`config.mk`:
```
export PLATFORM = sky130hd
export DESIGN_NAME = gmii_rx_mac_flat
export DESIGN_NICKNAME = d
export VERILOG_FILES = /design/src/rtl/gmii_rx_pkg.sv /design/src/rtl/gmii_rx_mac_if.sv /design/src/rtl/crc32_d8.sv /design/src/rtl/gmii_rx_mac.sv /design/src/flat_wrapper.sv
export SDC_FILE = /design/constraint.sdc
export NUM_CORES = 1
export LEC_CHECK = 0
export CAP_MARGIN = 20
export CORE_MARGIN = 2
export CORE_UTILIZATION = 60
export DETAILED_ROUTE_END_ITERATION = 12
export DONT_BUFFER_PORTS = 1
export HOLD_SLACK_MARGIN = 0.15
export PLACE_DENSITY = 0.79
export SLEW_MARGIN = 10
export SYNTH_ARGS = -nofsm -noshare
export SYNTH_HDL_FRONTEND = slang
export SYNTH_HIERARCHICAL = 1
export SYNTH_SLANG_ARGS = --single-unit
export TNS_END_PERCENT = 50
```
`constraint.sdc`:
```
create_clock -name GMII_RX_CLK -period 4.5 [get_ports GMII_RX_CLK]
set_input_delay 0.45 -clock GMII_RX_CLK [delete_from_list [all_inputs] [get_ports GMII_RX_CLK]]
set_output_delay 0.45 -clock GMII_RX_CLK [all_outputs]
set_load 0.01 [all_outputs]
```
`src/rtl/gmii_rx_pkg.sv`:
```
// Shared state type, framing/CRC constants and status bit positions for the
// GMII receive MAC and its CRC helper.
package gmii_rx_pkg;

    typedef enum logic [1:0] {
        IDLE,
        PREAMBLE,
        DATA,
        DROP
    } rx_state_e;

    localparam logic [7:0]  PREAMBLE_BYTE = 8'h55;
    localparam logic [7:0]  SFD_BYTE      = 8'hD5;

    localparam logic [31:0] CRC_POLY      = 32'hEDB88320;
    localparam logic [31:0] CRC_INIT      = 32'hFFFFFFFF;
    localparam logic [31:0] CRC_RESIDUE   = 32'hDEBB20E3;

    // RX_STATUS = {oversize, runt, gmii_err, crc_err}
    localparam int unsigned ST_CRC_ERR    = 0;
    localparam int unsigned ST_GMII_ERR   = 1;
    localparam int unsigned ST_RUNT       = 2;
    localparam int unsigned ST_OVERSIZE   = 3;

    // Delay line depth: one payload byte plus the four FCS bytes
    localparam int unsigned DLY_BYTES     = 5;
    localparam int unsigned LEN_W         = 11;

endpackage

```
`src/rtl/gmii_rx_mac_if.sv`:
```
// GMII receive byte stream in, payload stream with status and counters out.
// The master modport is the MAC; the slave modport is its environment.
interface gmii_rx_mac_if;

    logic        GMII_RX_DV;
    logic        GMII_RX_ER;
    logic [7:0]  GMII_RXD;

    logic [7:0]  RX_DATA;
    logic        RX_VALID;
    logic        RX_LAST;
    logic        RX_GOOD;
    logic [3:0]  RX_STATUS;
    logic [31:0] STAT_GOOD_CNT;
    logic [31:0] STAT_BAD_CNT;

    modport master (
        input  GMII_RX_DV,
        input  GMII_RX_ER,
        input  GMII_RXD,
        output RX_DATA,
        output RX_VALID,
        output RX_LAST,
        output RX_GOOD,
        output RX_STATUS,
        output STAT_GOOD_CNT,
        output STAT_BAD_CNT
    );

    modport slave (
        output GMII_RX_DV,
        output GMII_RX_ER,
        output GMII_RXD,
        input  RX_DATA,
        input  RX_VALID,
        input  RX_LAST,
        input  RX_GOOD,
        input  RX_STATUS,
        input  STAT_GOOD_CNT,
        input  STAT_BAD_CNT
    );

endinterface

```
`src/rtl/crc32_d8.sv`:
```
// Combinational CRC-32 (reflected 0xEDB88320) advance by one byte, LSB first.
// Also used by the TX framer.
module crc32_d8
    import gmii_rx_pkg::*;
(
    input  logic [31:0] crc_i,
    input  logic [7:0]  data_i,
    output logic [31:0] crc_o
);

    logic [31:0] c;

    always_comb begin
        c = crc_i ^ {24'h000000, data_i};
        for (int unsigned i = 0; i < 8; i++) begin
            c = c[0] ? ((c >> 1) ^ CRC_POLY) : (c >> 1);
        end
        crc_o = c;
    end

endmodule

```
`src/rtl/gmii_rx_mac.sv`:
```
// GMII RX frame extractor: strips preamble/SFD/FCS, checks CRC and length.
// Optional frame counters are built when GMII_RX_STATS_EN is defined.
module gmii_rx_mac
    import gmii_rx_pkg::*;
#(
    parameter int MIN_FRAME_LEN = 64,
    parameter int MAX_FRAME_LEN = 1518
) (
    input  logic          GMII_RX_CLK,
    input  logic          RST,
    gmii_rx_mac_if.master bus
);

    localparam logic [LEN_W-1:0] MIN_LEN  = LEN_W'(MIN_FRAME_LEN);
    localparam logic [LEN_W-1:0] MAX_LEN  = LEN_W'(MAX_FRAME_LEN);
    localparam logic [LEN_W-1:0] LEN_SAT  = '1;
    localparam logic [2:0]       DLY_FULL = 3'(DLY_BYTES);
    localparam int unsigned      DLY_W    = 8 * DLY_BYTES;

    rx_state_e          state_q, state_d;
    logic [31:0]        crc_q, crc_d, crc_nxt;
    logic [LEN_W-1:0]   len_q, len_d;
    logic               gerr_q, gerr_d;
    logic [DLY_W-1:0]   dly_q, dly_d;
    logic [2:0]         fill_q, fill_d;

    logic [7:0]         data_q, data_d;
    logic               valid_q, valid_d;
    logic               last_q, last_d;
    logic               good_q, good_d;
    logic [3:0]         status_q, status_d;

    logic [3:0]         eof_status;
    logic               dv, er;
    logic [7:0]         rxd;

    assign dv  = bus.GMII_RX_DV;
    assign er  = bus.GMII_RX_ER;
    assign rxd = bus.GMII_RXD;

    crc32_d8 u_crc (
        .crc_i  (crc_q),
        .data_i (rxd),
        .crc_o  (crc_nxt)
    );

    always_comb begin
        eof_status              = '0;
        eof_status[ST_CRC_ERR]  = (crc_q != CRC_RESIDUE);
        eof_status[ST_GMII_ERR] = gerr_q;
        eof_status[ST_RUNT]     = (len_q < MIN_LEN);
        eof_status[ST_OVERSIZE] = (len_q > MAX_LEN);
    end

    always_comb begin
        state_d  = state_q;
        crc_d    = crc_q;
        len_d    = len_q;
        gerr_d   = gerr_q;
        dly_d    = dly_q;
        fill_d   = fill_q;
        data_d   = '0;
        valid_d  = 1'b0;
        last_d   = 1'b0;
        good_d   = 1'b0;
        status_d = '0;

        unique case (state_q)
            IDLE: begin
                if (dv) begin
                    if (rxd == PREAMBLE_BYTE) begin
                        state_d = PREAMBLE;
                    end else if (rxd == SFD_BYTE) begin
                        state_d = DATA;
                    end else begin
                        state_d = DROP;
                    end
                end
            end
            PREAMBLE: begin
                if (!dv) begin
                    state_d = IDLE;
                end else if (rxd == SFD_BYTE) begin
                    state_d = DATA;
                end else if (rxd != PREAMBLE_BYTE) begin
                    state_d = DROP;
                end
            end
            DATA: begin
                if (dv) begin
                    crc_d  = crc_nxt;
                    len_d  = (len_q == LEN_SAT) ? len_q : len_q + 1'b1;
                    gerr_d = gerr_q | er;
                    dly_d  = {dly_q[DLY_W-9:0], rxd};
                    // Once full, each new byte pushes the oldest one out
                    if (fill_q == DLY_FULL) begin
                        data_d  = dly_q[DLY_W-1 -: 8];
                        valid_d = 1'b1;
                    end else begin
                        fill_d = fill_q + 1'b1;
                    end
                end else begin
                    state_d = IDLE;
                    if (fill_q == DLY_FULL) begin
                        data_d   = dly_q[DLY_W-1 -: 8];
                        valid_d  = 1'b1;
                        last_d   = 1'b1;
                        status_d = eof_status;
                        good_d   = (eof_status == '0);
                    end
                end
            end
            DROP: begin
                if (!dv) begin
                    state_d = IDLE;
                end
            end
            default: state_d = DROP;
        endcase

        // Per-frame accumulators restart on the SFD so DATA starts clean
        if (state_d == DATA && state_q != DATA) begin
            crc_d  = CRC_INIT;
            len_d  = '0;
            gerr_d = 1'b0;
            fill_d = '0;
        end
    end

    always_ff @(posedge GMII_RX_CLK or posedge RST) begin
        if (RST) begin
            state_q  <= DROP;
            crc_q    <= CRC_INIT;
            len_q    <= '0;
            gerr_q   <= 1'b0;
            dly_q    <= '0;
            fill_q   <= '0;
            data_q   <= '0;
            valid_q  <= 1'b0;
            last_q   <= 1'b0;
            good_q   <= 1'b0;
            status_q <= '0;
        end else begin
            state_q  <= state_d;
            crc_q    <= crc_d;
            len_q    <= len_d;
            gerr_q   <= gerr_d;
            dly_q    <= dly_d;
            fill_q   <= fill_d;
            data_q   <= data_d;
            valid_q  <= valid_d;
            last_q   <= last_d;
            good_q   <= good_d;
            status_q <= status_d;
        end
    end

    assign bus.RX_DATA   = data_q;
    assign bus.RX_VALID  = valid_q;
    assign bus.RX_LAST   = last_q;
    assign bus.RX_GOOD   = good_q;
    assign bus.RX_STATUS = status_q;

`ifdef GMII_RX_STATS_EN
    logic [31:0] good_cnt_q, bad_cnt_q;
    logic        inc_good, inc_bad;

    // Bad events: bad LAST beat, too-short DATA frame, broken preamble
    always_comb begin
        inc_good = valid_d & last_d & good_d;
        inc_bad  = (valid_d & last_d & ~good_d)
                 | (state_q == DATA && !dv && fill_q != DLY_FULL)
                 | (state_q == PREAMBLE && dv &&
                    rxd != PREAMBLE_BYTE && rxd != SFD_BYTE);
    end

    always_ff @(posedge GMII_RX_CLK or posedge RST) begin
        if (RST) begin
            good_cnt_q <= '0;
            bad_cnt_q  <= '0;
        end else begin
            if (inc_good) good_cnt_q <= good_cnt_q + 32'd1;
            if (inc_bad)  bad_cnt_q  <= bad_cnt_q + 32'd1;
        end
    end

    assign bus.STAT_GOOD_CNT = good_cnt_q;
    assign bus.STAT_BAD_CNT  = bad_cnt_q;
`else
    assign bus.STAT_GOOD_CNT = '0;
    assign bus.STAT_BAD_CNT  = '0;
`endif

endmodule

```
`src/flat_wrapper.sv`:
```
// flat-port wrapper written by rule: the top's interface ports become plain ports
module gmii_rx_mac_flat import gmii_rx_pkg::*;
#(
    parameter int MIN_FRAME_LEN = 64,
    parameter int MAX_FRAME_LEN = 1518
)
  (GMII_RX_CLK, RST, bus_GMII_RX_DV, bus_GMII_RX_ER, bus_GMII_RXD, bus_RX_DATA, bus_RX_VALID, bus_RX_LAST, bus_RX_GOOD, bus_RX_STATUS, bus_STAT_GOOD_CNT, bus_STAT_BAD_CNT);
  gmii_rx_mac_if bus_i ();
  input  logic GMII_RX_CLK;
  input  logic RST;
  input wire logic [$bits(bus_i.GMII_RX_DV)-1:0] bus_GMII_RX_DV;
  input wire logic [$bits(bus_i.GMII_RX_ER)-1:0] bus_GMII_RX_ER;
  input wire logic [$bits(bus_i.GMII_RXD)-1:0] bus_GMII_RXD;
  output wire logic [$bits(bus_i.RX_DATA)-1:0] bus_RX_DATA;
  output wire logic [$bits(bus_i.RX_VALID)-1:0] bus_RX_VALID;
  output wire logic [$bits(bus_i.RX_LAST)-1:0] bus_RX_LAST;
  output wire logic [$bits(bus_i.RX_GOOD)-1:0] bus_RX_GOOD;
  output wire logic [$bits(bus_i.RX_STATUS)-1:0] bus_RX_STATUS;
  output wire logic [$bits(bus_i.STAT_GOOD_CNT)-1:0] bus_STAT_GOOD_CNT;
  output wire logic [$bits(bus_i.STAT_BAD_CNT)-1:0] bus_STAT_BAD_CNT;
  assign bus_i.GMII_RX_DV = bus_GMII_RX_DV;
  assign bus_i.GMII_RX_ER = bus_GMII_RX_ER;
  assign bus_i.GMII_RXD = bus_GMII_RXD;
  assign bus_RX_DATA = bus_i.RX_DATA;
  assign bus_RX_VALID = bus_i.RX_VALID;
  assign bus_RX_LAST = bus_i.RX_LAST;
  assign bus_RX_GOOD = bus_i.RX_GOOD;
  assign bus_RX_STATUS = bus_i.RX_STATUS;
  assign bus_STAT_GOOD_CNT = bus_i.STAT_GOOD_CNT;
  assign bus_STAT_BAD_CNT = bus_i.STAT_BAD_CNT;
  gmii_rx_mac #(.MIN_FRAME_LEN(MIN_FRAME_LEN), .MAX_FRAME_LEN(MAX_FRAME_LEN)) u_core (.GMII_RX_CLK(GMII_RX_CLK), .RST(RST), .bus(bus_i));
endmodule
```
==> results of run 1 <==
layout make-up:
type,instances,area (um^2),share of cell area
clock buffer,10,128,0.0223
clock inverter,6,57.6,0.0101
inverter,6,25.0,0.00438
multi-input combinational,439,2670,0.467
sequential,104,2650,0.463
tap,111,139,0.0243
timing repair buffer,6,50.0,0.00876
cell usage after synthesis (all sizes together) (4+ instances only):
| library cell | n | area [um^2] |
|---|---|---|
| and2 | 10 | 62.6 |
| nand3 | 34 | 170 |
| xor3 | 7 | 166 |
| xnor2 | 33 | 364 |
| clkbuf | 15 | 56.3 |
| xor2 | 15 | 188 |
| nand4 | 5 | 31.3 |
| nor2 | 15 | 56.3 |
| xnor3 | 10 | 226 |
| nand2 | 188 | 706 |
| and4 | 4 | 35.0 |
| dfstp | 34 | 893 |
| dfrtp | 70 | 1750 |
| a21oi | 7 | 35.0 |
| inv | 6 | 22.5 |
| buf | 72 | 518 |
| nor3 | 5 | 25.0 |
cell usage in the layout (no fill, tap or decap), types with 3 or more instances in the layout:
| cell type | synthesis | routed |
|---|---|---|
| inv_6 | 0 | 3 |
| xnor2_2 | 5 | 5 |
| conb_1 | 1 | 64 |
| clkbuf_8 | 0 | 9 |
| nand3_1 | 34 | 34 |
| a21oi_1 | 7 | 7 |
| ha_1 | 3 | 3 |
| buf_4 | 65 | 4 |
| dfstp_2 | 34 | 34 |
| or4_1 | 3 | 3 |
| xor2_1 | 12 | 12 |
| xor2_4 | 3 | 3 |
| xnor2_1 | 26 | 26 |
| nor2_1 | 15 | 15 |
| xor3_1 | 7 | 7 |
| dfrtp_1 | 70 | 70 |
| and4b_1 | 3 | 3 |
| nand4_1 | 5 | 5 |
| nor3_1 | 5 | 5 |
| and4_1 | 4 | 4 |
| nand2_1 | 188 | 188 |
| and2_1 | 10 | 10 |
| xnor3_1 | 9 | 9 |
| inv_1 | 6 | 5 |
| o21ai_0 | 3 | 3 |
worst paths after layout:
path / cells past startpoint / to / from / slack [ns]
worst max-delay path: 4 / u_core/len_q[9] / u_core/state_q[1] / 2.26
worst min-delay path: 2 / u_core/state_q[0] / bus_GMII_RX_DV / 0.17
worst max register to register: 4 / u_core/len_q[9] / u_core/state_q[1] / 2.26
worst min register to register: 2 / u_core/dly_q[27] / u_core/dly_q[19] / 0.47
max in group asynchronous: 3 / u_core/dly_q[13] / RST / 2.80
min in group asynchronous: 2 / u_core/dly_q[32] / RST / 0.69
state kept, by name, indices dropped and copies added (netlist names):
name,count
u_core/dly_q,40
u_core/crc_q,32
u_core/len_q,11
u_core/bus.RX_DATA,8
u_core/bus.RX_STATUS,4
u_core/fill_q,3
u_core/state_q,2
u_core/bus.RX_GOOD,1
u_core/bus.RX_LAST,1
u_core/bus.RX_VALID,1
u_core/gerr_q,1
repair_timing:
| action | 4_1_cts | 5_1_grt |
|---|---|---|
| setup endpoints to repair | 0 | 0 |
| hold buffers | 2 | 0 |
| endpoints found under the hold margin | 25 | 0 |
logic make-up after synthesis:
group | share of synthesized area
simple gates | 0.223
flops | 0.466
buf+inv | 0.105
xor+xnor | 0.167
compound gates | 0.0278
fa+ha+maj | 0.00662
mux | 0.00353
other cells | 0.000661
report_power, final:
group / internal, uW / total [uW] / switching (uW)
Combinational: 1080 / 1910 / 822
Sequential: 1300 / 1530 / 235
Clock: 216 / 550 / 333
Total: 2600 / 3990 / 1390
stage by stage:
stage	area (um^2)	utilization	power (uW)
floorplan	5910	-	3190
global placement	5510	0.599	3380
detailed placement	5510	0.599	3440
CTS	5710	0.621	4020
global route	5710	0.621	4260
finish	5710	0.621	3990
per-layer routing:
metal	wire length [um]	vias to the layer above
li1	-	1711
met1	4150	1690
met2	4900	104
met3	436	14
met4	170	0
met5	0	-
==> impl_metrics.py, run 1 <==
metrics = {
    "cts": {
        "clkLatencyLatePin_ns": 0.37,
        "cts_max_level": 3,
        "clk_pin_slew_ns": 0.10,
        "cts_tree": "done",
        "post_cts_buffers": 0,
        "cts_sinks": 104,
        "cts_resized": 0,
        "root_buffer": "clkbuf_8",
        "cts_made_buffers": 9,
        "clockBufferDepth": 2,
    },
    "yosys": {
        "synthArstFlopShare": 1.00,
        "ys.warnings.count": 6,
        "ys.flop_type": "dfrtp_1",
        "syn_area_um2": 5670,
        "ys_types": 50,
        "synth_seq_area_share": 0.466,
        "synth-seq-cells": 104,
        "synth_edf_count": 0,
        "postSynthAreaPerCell_um2": 9.90,
        "syn_inst": 573,
    },
    "sta": {
        "fmax_mhz": 446,
        "fin_crit_sh": 0.498,
        "worstMarginPinSlew_ns": 0.747,
        "rsz0062_at_grt": "no",
        "slew_violations": 0,
        "fin_skew_ns": 0.0144,
        "setup_tns_ns": 0,
        "hold_viol": 0,
        "hold_ws_ns": 0.173,
        "timing.final.setup_violations": 0,
        "finalWorstSetupSlack_ns": 2.26,
        "slew_headroom": 0.502,
        "fin_crit_ns": 2.24,
    },
    "global_routing": {
        "grt_use_met2": 0.323,
        "grt_pass1_wl_um": 16100,
        "grt_util_met1": 0.269,
        "grtUsageMet3": 0.0449,
        "track_usage": 0.200,
        "grt_max_degree": 64,
        "grt_antenna_before_repair": 0,
        "top_usage_layer": "met2",
        "gr-total-overflow": 0,
        "grt_pass1_vias": 3276,
    },
    "critical_path": {
        "critPathCaptureType": "flop",
        "crit_path_top_delay_cell": "and3b_2",
        "path_max_fanout": 43,
        "worstSetupPathType": "flop to flop",
        "critPathMaxStageDelay_ns": 0.69,
        "required_ns": 4.79,
        "path_cells": "and3b_2, o31ai_4, or4_1, a21oi_1",
        "cp.buffers_inverters": 0,
        "cp.arrival_ns": 2.54,
        "startpoint_type": "flop",
        "crit_family": "simple AND/OR/NAND/NOR gates",
    },
    "place": {
        "numPortBuffers": 0,
        "dp_slack_ns": 2.26,
        "dp_cells": 664,
        "hpwl_um": 6520,
        "place.gp.congestion": 0.889,
    },
    "route": {
        "ant_nets": 0,
        "vias_per_cell": 5.16,
        "dr_total_vias": 3519,
        "drt_wl_total_um": 9660,
        "drt_iter0_markers": 239,
        "drc": 0,
        "drtPass1Iterations": 4,
        "wl_per_cell_um": 14.2,
    },
    "floorplan": {
        "die_x_um": 101,
        "num_rows": 35,
        "io_pins": 91,
        "die_area_um2": 10200,
        "core_um2": 9200,
        "initial_core_util": 0.617,
        "dieHeight_um": 101,
    },
    "cells_and_area": {
        "nets": 581,
        "drive_above_1_share": 0.117,
        "fin_cells": 682,
        "area_delta_synth_final_pct": 0.706,
        "fillers": 747,
        "diodes": 0,
    },
    "run": {
        "drv_cap": 0,
    },
    "pwr": {
        "leakagePower_uw": 0.00289,
        "vdd_drop_max_mv": 0.529,
        "power.density_nw_per_um2": 698,
    },
    "run_status": {
        "status": "completed",
    },
    "hold_path": {
        "hold_class": "input port to flop",
    },
}
No activity file was read; power rests on OpenSTA's default activity.
==> inputs of run 2 (changes only) <==
CORE_UTILIZATION = 58   (was 60)
clock period = 1.8 ns   (was 4.5 ns; I/O delays follow)
==> run 2 against run 1 <==
  * Highest routed layer unchanged
  * Die area increased by 3.3%
  * The run now ends with negative setup slack left
  * Combinational power increased to 3.2 times the previous value
  * Clock power increased to 2.6 times the previous value
  * Final cell count increased by 12%
  * Fmax increased by 21%
  * Sequential share of layout area decreased by 4.9 points
  * Setup slack got worse by 2.3 ns
==> impl_metrics.py, run 2 (synthesis gave the netlist of run 1 again) <==
metrics = {
    "cells_and_area": {
        "drive_above_1_share": 0.197,
        "max_flop_register": "u_core/dly_q",
        "final_cell_mix": "188 x nand2_1, 70 x dfrtp_1, 64 x conb_1",
        "nets": 640,
        "top_regs": "u_core/dly_q (40), u_core/crc_q (32), u_core/len_q (11)",
        "fin_cells": 763,
        "stdcell_area_um2": 6380,
        "area_delta_synth_final_pct": 12.5,
        "largest_reg_flops": 40,
        "diodes": 0,
        "final_common_cell": "nand2_1",
    },
    "cts": {
        "cts_tree": "done",
        "root_buffer": "clkbuf_8",
        "clockBufferDepth": 2,
        "cts_made_buffers": 9,
        "clkLatencyLatePin_ns": 0.38,
        "cts_sinks": 104,
        "cts_max_level": 3,
        "clk_pin_slew_ns": 0.10,
    },
    "run": {
        "drv_cap": 0,
    },
    "route": {
        "wl_per_cell_um": 14.9,
        "dr_total_vias": 3904,
        "drc": 0,
        "ant_nets": 0,
        "drtPass1Iterations": 4,
        "vias_per_cell": 5.12,
        "drt_wl_total_um": 11400,
        "drt_iter0_markers": 178,
    },
    "sta": {
        "timing.final.setup_violations": 5,
        "fmax_mhz": 539,
        "worstMarginPinSlew_ns": 0.678,
        "rsz0062_at_grt": "yes",
        "fin_crit_sh": 1.03,
        "slew_violations": 0,
        "fin_skew_ns": 0.0132,
        "hold_viol": 0,
        "hold_ws_ns": 0.161,
        "finalWorstSetupSlack_ns": -0.0554,
        "fin_crit_ns": 1.86,
        "slew_headroom": 0.547,
    },
    "critical_path": {
        "critPathCaptureType": "flop",
        "path_max_fanout": 4,
        "cp.arrival_ns": 2.16,
        "worstSetupPathType": "flop to flop",
        "required_ns": 2.11,
        "startpoint_type": "flop",
    },
    "pwr": {
        "leakagePower_uw": 0.00324,
        "power.density_nw_per_um2": 1780,
        "finalPower_uw": 11400,
        "vdd_drop_max_mv": 1.48,
    },
    "floorplan": {
        "core_um2": 9640,
        "io_pins": 91,
        "initial_core_util": 0.588,
        "num_rows": 36,
        "die_x_um": 103,
        "die_area_um2": 10600,
        "dieHeight_um": 103,
    },
    "global_routing": {
        "track_usage": 0.213,
        "grt_max_degree": 51,
        "grt_pass1_wl_um": 17500,
        "gr-total-overflow": 0,
        "grt_pass1_vias": 3645,
        "grt_antenna_before_repair": 0,
    },
    "place": {
        "dpl_cell_area_um2": 5830,
        "numPortBuffers": 0,
        "dp_cells": 719,
        "place.gp.congestion": 0.882,
        "hpwl_um": 7090,
    },
    "run_status": {
        "violations": "negative setup slack",
        "status": "complete, but fails checks",
    },
    "hold_path": {
        "hold_class": "input port to flop",
    },
}
## run 2: cell types whose count changed in the layout (fill, tap and decap cells not counted), moves of 2 or more
cell / change
buf_4: +38
clkinvlp_4: +2
buf_6: +7
buf_12: +4
xnor2_4: +4
dlygate4sd3_1: +10
xnor2_1: -2
xnor2_2: -2
## run 2: power breakdown
group / internal (uW) / total (uW) / switching (uW)
Sequential: 3240 / 3880 / 635
Combinational: 3570 / 6080 / 2510
Clock: 575 / 1420 / 841
## run 2: area by class of cell
| class | count | area, um^2 |
|---|---|---|
| Clock buffer | 10 | 138 |
| Clock inverter | 6 | 56.3 |
| Fill cell | 721 | 3260 |
| Inverter | 6 | 26.3 |
| Multi-Input combinational cell | 439 | 2760 |
| Sequential cell | 104 | 2650 |
| Tap cell | 133 | 166 |
| Timing Repair Buffer | 65 | 594 |
## run 2: final timing paths
kind                                  startpoint               end  slack (ns)  depth (start not counted)
worst max-delay path             u_core/crc_q[2]  u_core/crc_q[19]       -0.06                          6
max in group asynchronous                    RST  u_core/crc_q[14]        0.77                          3
min in group asynchronous                    RST  u_core/dly_q[31]        0.37                          2
worst min-delay path              bus_GMII_RX_DV   u_core/len_q[8]        0.16                          4
worst min register to register  u_core/dly_q[28]  u_core/dly_q[36]        0.47                          2
worst max register to register   u_core/crc_q[2]  u_core/crc_q[19]       -0.06                          6
## run 2: worst max-delay path: stages (launching register included)
cell	delay, ns
dfstp_2	0.61
xor2_4	0.18
buf_6	0.16
xor2_4	0.25
xnor3_1	0.44
nand2_1	0.07
nand3_1	0.08
## run 2: per-stage QoR
step | worst slack (ns) | util | setup TNS (ns)
2_1_floorplan | -0.173 | - | -0.522
3_3_place_gp | -0.262 | 0.605 | -0.453
3_5_place_dp | -0.255 | 0.605 | -0.518
4_1_cts | -0.0453 | 0.640 | -0.217
5_1_grt | -0.108 | 0.662 | -0.643
6_report | -0.0554 | 0.662 | -0.208
## run 2: repair_timing
action / CTS / global route
setup endpoints to repair: 10 / 19
hold buffers: 12 / 0
setup buffers: 0 / 16
endpoints found under the hold margin: 37 / 0
gates resized for setup: 3 / 16
gates cloned: 0 / 0
pin swaps: 3 / 16
## run 2: routing by layer
layer	track usage	up-vias	wire [um]
met5	0	-	0
met4	0.0769	0	234
met3	0.0414	28	482
met2	0.361	114	6060
met1	0.273	1928	4620
li1	-	1834	-
